===== src/rtl/keypad_bcd_entry.sv =====
// rtl/keypad_bcd_entry.sv - 4x4 matrix keypad scanner with debounce and two-digit BCD entry
module keypad_bcd_entry #(
   parameter int SCAN_DIV       = 50000,
   parameter int DEBOUNCE_SCANS = 4
) (
   input  logic       clk_50MHz,
   input  logic       reset,
   input  logic [3:0] row,
   output logic [3:0] col,
   output logic [7:0] value,
   output logic [3:0] key_code,
   output logic       key_valid,
   output logic       load
);

   localparam int SW = (SCAN_DIV > 1) ? $clog2(SCAN_DIV) : 1;
   localparam int CW = $clog2(DEBOUNCE_SCANS + 1);
   localparam logic [SW-1:0] SLOT_LAST = SW'(SCAN_DIV - 1);
   localparam logic [CW-1:0] CNT_DONE  = CW'(DEBOUNCE_SCANS);
   localparam logic [CW-1:0] CNT_ONE   = CW'(1);

   localparam logic [1:0] IDLE     = 2'd0;
   localparam logic [1:0] DEBOUNCE = 2'd1;
   localparam logic [1:0] PRESSED  = 2'd2;
   localparam logic [1:0] RELEASE  = 2'd3;

   logic [3:0]    row_meta, row_sync;
   logic [SW-1:0] slot_cnt;
   logic [1:0]    col_idx;
   logic [1:0]    acc_lows;
   logic [3:0]    acc_code;
   logic [1:0]    state, state_n;
   logic [3:0]    cand, cand_n;
   logic [CW-1:0] cnt, cnt_n;
   logic          accept;

   logic          sample_now, frame_end, frame_none, frame_single;
   logic [2:0]    cur_lows, tot_lows;
   logic [3:0]    cur_code, frame_code;

   function automatic logic [3:0] key_at(input logic [1:0] r, input logic [1:0] c);
      case ({r, c})
         4'h0: key_at = 4'h1;  4'h1: key_at = 4'h2;  4'h2: key_at = 4'h3;  4'h3: key_at = 4'hA;
         4'h4: key_at = 4'h4;  4'h5: key_at = 4'h5;  4'h6: key_at = 4'h6;  4'h7: key_at = 4'hB;
         4'h8: key_at = 4'h7;  4'h9: key_at = 4'h8;  4'hA: key_at = 4'h9;  4'hB: key_at = 4'hC;
         4'hC: key_at = 4'h0;  4'hD: key_at = 4'hF;  4'hE: key_at = 4'hE;  default: key_at = 4'hD;
      endcase
   endfunction

   assign col        = ~(4'b0001 << col_idx);
   assign sample_now = (slot_cnt == SLOT_LAST);
   assign frame_end  = sample_now && (col_idx == 2'd3);

   // Current column's contribution merged with the columns already sampled this frame
   always_comb begin
      cur_lows = 3'd0;
      cur_code = 4'h0;
      for (int r = 0; r < 4; r++) begin
         if (!row_sync[r]) begin
            cur_lows = cur_lows + 3'd1;
            cur_code = key_at(2'(r), col_idx);
         end
      end
      tot_lows     = {1'b0, acc_lows} + cur_lows;
      frame_code   = (cur_lows != 3'd0) ? cur_code : acc_code;
      frame_none   = (tot_lows == 3'd0);
      frame_single = (tot_lows == 3'd1);
   end

   always_comb begin
      state_n = state;
      cand_n  = cand;
      cnt_n   = cnt;
      accept  = 1'b0;
      if (frame_end) begin
         case (state)
            IDLE: if (frame_single) begin
               cand_n = frame_code;
               cnt_n  = CNT_ONE;
               if (CNT_DONE == CNT_ONE) begin
                  accept  = 1'b1;
                  state_n = PRESSED;
               end else begin
                  state_n = DEBOUNCE;
               end
            end
            DEBOUNCE: if (frame_single && frame_code == cand) begin
               cnt_n = cnt + CNT_ONE;
               if (cnt_n == CNT_DONE) begin
                  accept  = 1'b1;
                  state_n = PRESSED;
               end
            end else if (frame_single) begin
               cand_n = frame_code;
               cnt_n  = CNT_ONE;
            end else begin
               state_n = IDLE;
            end
            PRESSED: if (frame_none) begin
               cnt_n   = CNT_ONE;
               state_n = (CNT_DONE == CNT_ONE) ? IDLE : RELEASE;
            end
            default: if (frame_none) begin
               cnt_n = cnt + CNT_ONE;
               if (cnt_n == CNT_DONE) state_n = IDLE;
            end else begin
               state_n = PRESSED;
            end
         endcase
      end
   end

   always_ff @(posedge clk_50MHz) begin
      if (reset) begin
         row_meta  <= 4'hF;
         row_sync  <= 4'hF;
         slot_cnt  <= '0;
         col_idx   <= 2'd0;
         acc_lows  <= 2'd0;
         acc_code  <= 4'h0;
         state     <= IDLE;
         cand      <= 4'h0;
         cnt       <= '0;
         value     <= 8'h00;
         key_code  <= 4'h0;
         key_valid <= 1'b0;
         load      <= 1'b0;
      end else begin
         row_meta <= row;
         row_sync <= row_meta;
         if (sample_now) begin
            slot_cnt <= '0;
            col_idx  <= col_idx + 2'd1;
            if (col_idx == 2'd3) begin
               acc_lows <= 2'd0;
               acc_code <= 4'h0;
            end else begin
               acc_lows <= (tot_lows >= 3'd2) ? 2'd2 : tot_lows[1:0];
               acc_code <= frame_code;
            end
         end else begin
            slot_cnt <= slot_cnt + SW'(1);
         end
         state     <= state_n;
         cand      <= cand_n;
         cnt       <= cnt_n;
         key_valid <= accept;
         load      <= accept && (cand_n == 4'hF);
         if (accept) begin
            key_code <= cand_n;
            if (cand_n <= 4'd9) value <= {value[3:0], cand_n};
            else if (cand_n == 4'hA) value <= 8'h00;
         end
      end
   end

endmodule


===== config.mk =====
export PLATFORM = sky130hd
export DESIGN_NAME = keypad_bcd_entry
export DESIGN_NICKNAME = d
export VERILOG_FILES = /design/src/rtl/keypad_bcd_entry.sv
export SDC_FILE = /design/constraint.sdc
export NUM_CORES = 1
export LEC_CHECK = 0
export BUFFER_PORTS_ARGS = -buffer_cell sky130_fd_sc_hd__buf_2
export CAP_MARGIN = 0
export CORE_ASPECT_RATIO = 2
export CORE_MARGIN = 1
export CORE_UTILIZATION = 40
export DETAILED_ROUTE_END_ITERATION = 6
export GPL_TIMING_DRIVEN = 0
export SYNTH_ARGS = -nofsm -noshare
export SYNTH_HDL_FRONTEND = slang
export SYNTH_SLANG_ARGS = --single-unit

===== constraint.sdc =====
create_clock -name clk_50MHz -period 6.1 [get_ports clk_50MHz]
set_input_delay 0.61 -clock clk_50MHz [delete_from_list [all_inputs] [get_ports clk_50MHz]]
set_output_delay 0.61 -clock clk_50MHz [all_outputs]
set_load 0.05 [all_outputs]

==> out/metrics.csv <==
metric,value,unit
firstDrtPassIters,4,
peakVddDrop,192,uV
grt_max_degree,17,
grt_antenna_before_repair,0,
rsz0062_at_grt,no,
boundaryPins,24,
worstPathRequired,6.34,ns
synth_most_common_cell,dfxtp_1,
grt_pass1_vias,2675,
die_y,128,um
rows,45,
ctsHoldBuffers,0,
cts-resized-gates,0,
drc,0,
antenna_cells,0,
globalplace.congestion,0.877,
synth-seq-cells,55,
synthTopCellsByArea,"dfxtp_1 35%, ha_1 7.1%, nor2_1 5.2%, inv_1 3.0%, a21oi_1 2.8%",
drt-initial-drc-count,79,
cts.sinks,55,
ctsLongestPathBuffers,2,
synth_compound_area_share,16.7,%
dpl_cell_area,0.00340,mm^2
final_nets,419,
setup_viol,0,
drive_above_1_share,18.0,%
finalHoldViolCount,0,
yosys_warnings,0,
fp.dieArea,0.00829,mm^2
netlist_area,0.00316,mm^2
r2r-start,row_sync[1],
tightest_slew,0.559,ns
syn_nets,389,
start_util,41.6,%
grt_pass1_wl,12400,um
vias,2646,
cts_buffers,5,
yosys.area.top_type,dfxtp_1,
period_share,72.8,%
synth.distinct_cells,73,
synth_top_area_share,34.8,%
synth-simple-area-share,27.4,%
fin_area,0.00357,mm^2
r2r_cells,16,
postSynthCellCount,364,
grt_use_total,19.7,%
avgSynthCellArea,8.69,um^2
ctsRootBufferMaster,clkbuf_16,
post_cts_buffers,0,
core-area,0.00760,mm^2
route.met2.wl,4250,um
rrSetupSlack,1.66,ns
p_leak,1.39,nW
multi_input_area,0.00190,mm^2
routed_wl,7510,um
met1_length,2840,um
post_drt_via_cell_ratio,5.41,
ys_seq_area_share,34.8,%
p_per_area,219,mW/mm^2
power,781,uW
crit_top_cell,ha_1,
worstSkewPairLatency,0.30,ns
final.setup_skew,0.00495,ns
critPathMaxFanout,10,
synthXorXnorAreaFrac,5.14,%
n_fill_cell,797,
place_hpwl,5940,um
synth_mux_area_share,3.12,%
maxCapViolCount,0,
path_cells,inv_1 > ha_1 > buf_6 > xnor2_1 > ha_1 > nor2_1 > a31o_2 > inv_2 > fa_1 > xnor3_1 > nand3_1 > nor2_2 > mux2i_2 > a21oi_1 > nor3_2 > a22o_1,
tns,0,ns
cp.arrival,4.68,ns
synth_edf_count,0,
relSlewSlack,62.7,%
status,completed,
worstReg2RegEnd,value[4],
synth_common_cells,"55 x dfxtp_1, 44 x nor2_1, 25 x inv_1",
synth_flop_cell,dfxtp_1,
register_area,0.00110,mm^2
synth_top_family_by_area,simple AND/OR/NAND/NOR gates,
crit_type,register to register,
finalMaxSlewViolations,0,
die_w,64.9,um
synth_fa_ha_area_share,7.75,%
fin_crit,4.44,ns
met3_length,168,um
crit_start,row_sync[1],
route.antenna.remaining_nets,0,
port_buffers,23,
routed.top_layer,met4,
gr-total-overflow,0,
critPathSlowestCell,mux2i_2,
h-tree-depth,2,
syn2layout_area_growth,12.9,%
max_freq,225,MHz
holdCritPathClass,register to register,
crit_end,value[4],
start_kind,register,
slowest_delay,0.48,ns
synthArstFlopShare,0,%
wl_per_cell,15.4,um
cts_tree,done,
path_clk_slew,0.07,ns
cp-end-kind,register,
[worst max-delay path: cells and delay by family, from the launching register on]
family / cells / cell delay (ns)
multiplexers: 1 / 0.48
buffers and inverters: 3 / 0.35
AO/OA/AOI/OAI: 3 / 0.54
AND/OR/NAND/NOR: 4 / 0.88
flip-flops: 1 / 0.44
adder cells (fa/ha/maj): 3 / 0.99
XOR/XNOR: 2 / 0.70
[cell type report]
cell class	count	share of cell area, %
plain buffers	12	1.75
inverters	26	2.73
multi-input cells	271	53.3
flip-flops and latches	55	30.8
clock inverters	2	0.981
repair buffers	23	3.22
well taps	94	3.29
clock buffers	6	3.89
[placed cells by master (no fill, tap or decap), drive strengths merged, types with 6 or more instances in the layout]
master  instances
nand2          23
a21oi          18
nor2           47
inv            26
nor3           10
nand3           9
or2            11
dfxtp          55
buf            30
ha             18
xor2            7
xnor2           9
clkbuf         11
nand2b         10
o21ai          16
o22ai           6
[state kept, by name (all words and copies together), names as in the netlist, 2 cells and up]
| name | count |
|---|---|
| cand | 4 |
| key_code | 4 |
| state | 2 |
| acc_lows | 2 |
| slot_cnt | 16 |
| row_sync | 4 |
| value | 8 |
| cnt | 3 |
| col_idx | 2 |
| acc_code | 4 |
| row_meta | 4 |
[logic make-up (layout without fill, tap and decap cells)]
logic type                 Yosys count  after routing
AOI/OAI and AO/OA                   75             75
xor gates and xnor gates            17             17
adders and majority gates           19             19
buffers and inverters               38             69
DFF                                 55             55
muxes                                7              7
and+or+nand+nor                    153            153
[worst min-delay path by stage]
stage | endpoint | slack (ns) | from | depth (start not counted)
final | row_sync[2] | 0.41 | row_meta[2] | 1
after global routing | row_sync[3] | 0.43 | row_meta[3] | 1
after CTS | row_sync[2] | 0.41 | row_meta[2] | 1
after detailed placement | row_sync[2] | 0.39 | row_meta[2] | 1
after global placement | row_sync[1] | 0.39 | row_meta[1] | 1
after floorplan | row_sync[0] | 0.39 | row_meta[0] | 1
[layer usage]
layer	up-vias	GRT usage, %
met1	1247	19.2
met2	39	38.4
li1	1344	-
met5	-	0
met3	16	2.67
met4	0	10.3
[power by group]
| group | switching [mW] | leakage, nW | internal [mW] |
|---|---|---|---|
| Sequential | 0.00328 | 0.445 | 0.363 |
| Clock | 0.132 | 0.0868 | 0.204 |
| Combinational | 0.0484 | 0.858 | 0.0307 |
[metrics by stage]
stage               cells  setup WS, ns  util [%]  hold WS, ns
floorplan             364          2.29         -        0.389
global placement      481          1.69      44.7        0.391
detailed placement    481          1.70      44.7        0.394
CTS                   489          1.64      47.0        0.410
global route          489          1.27      47.0        0.427
finish                489          1.66      47.0        0.410
(Power assumes the default switching activity.)
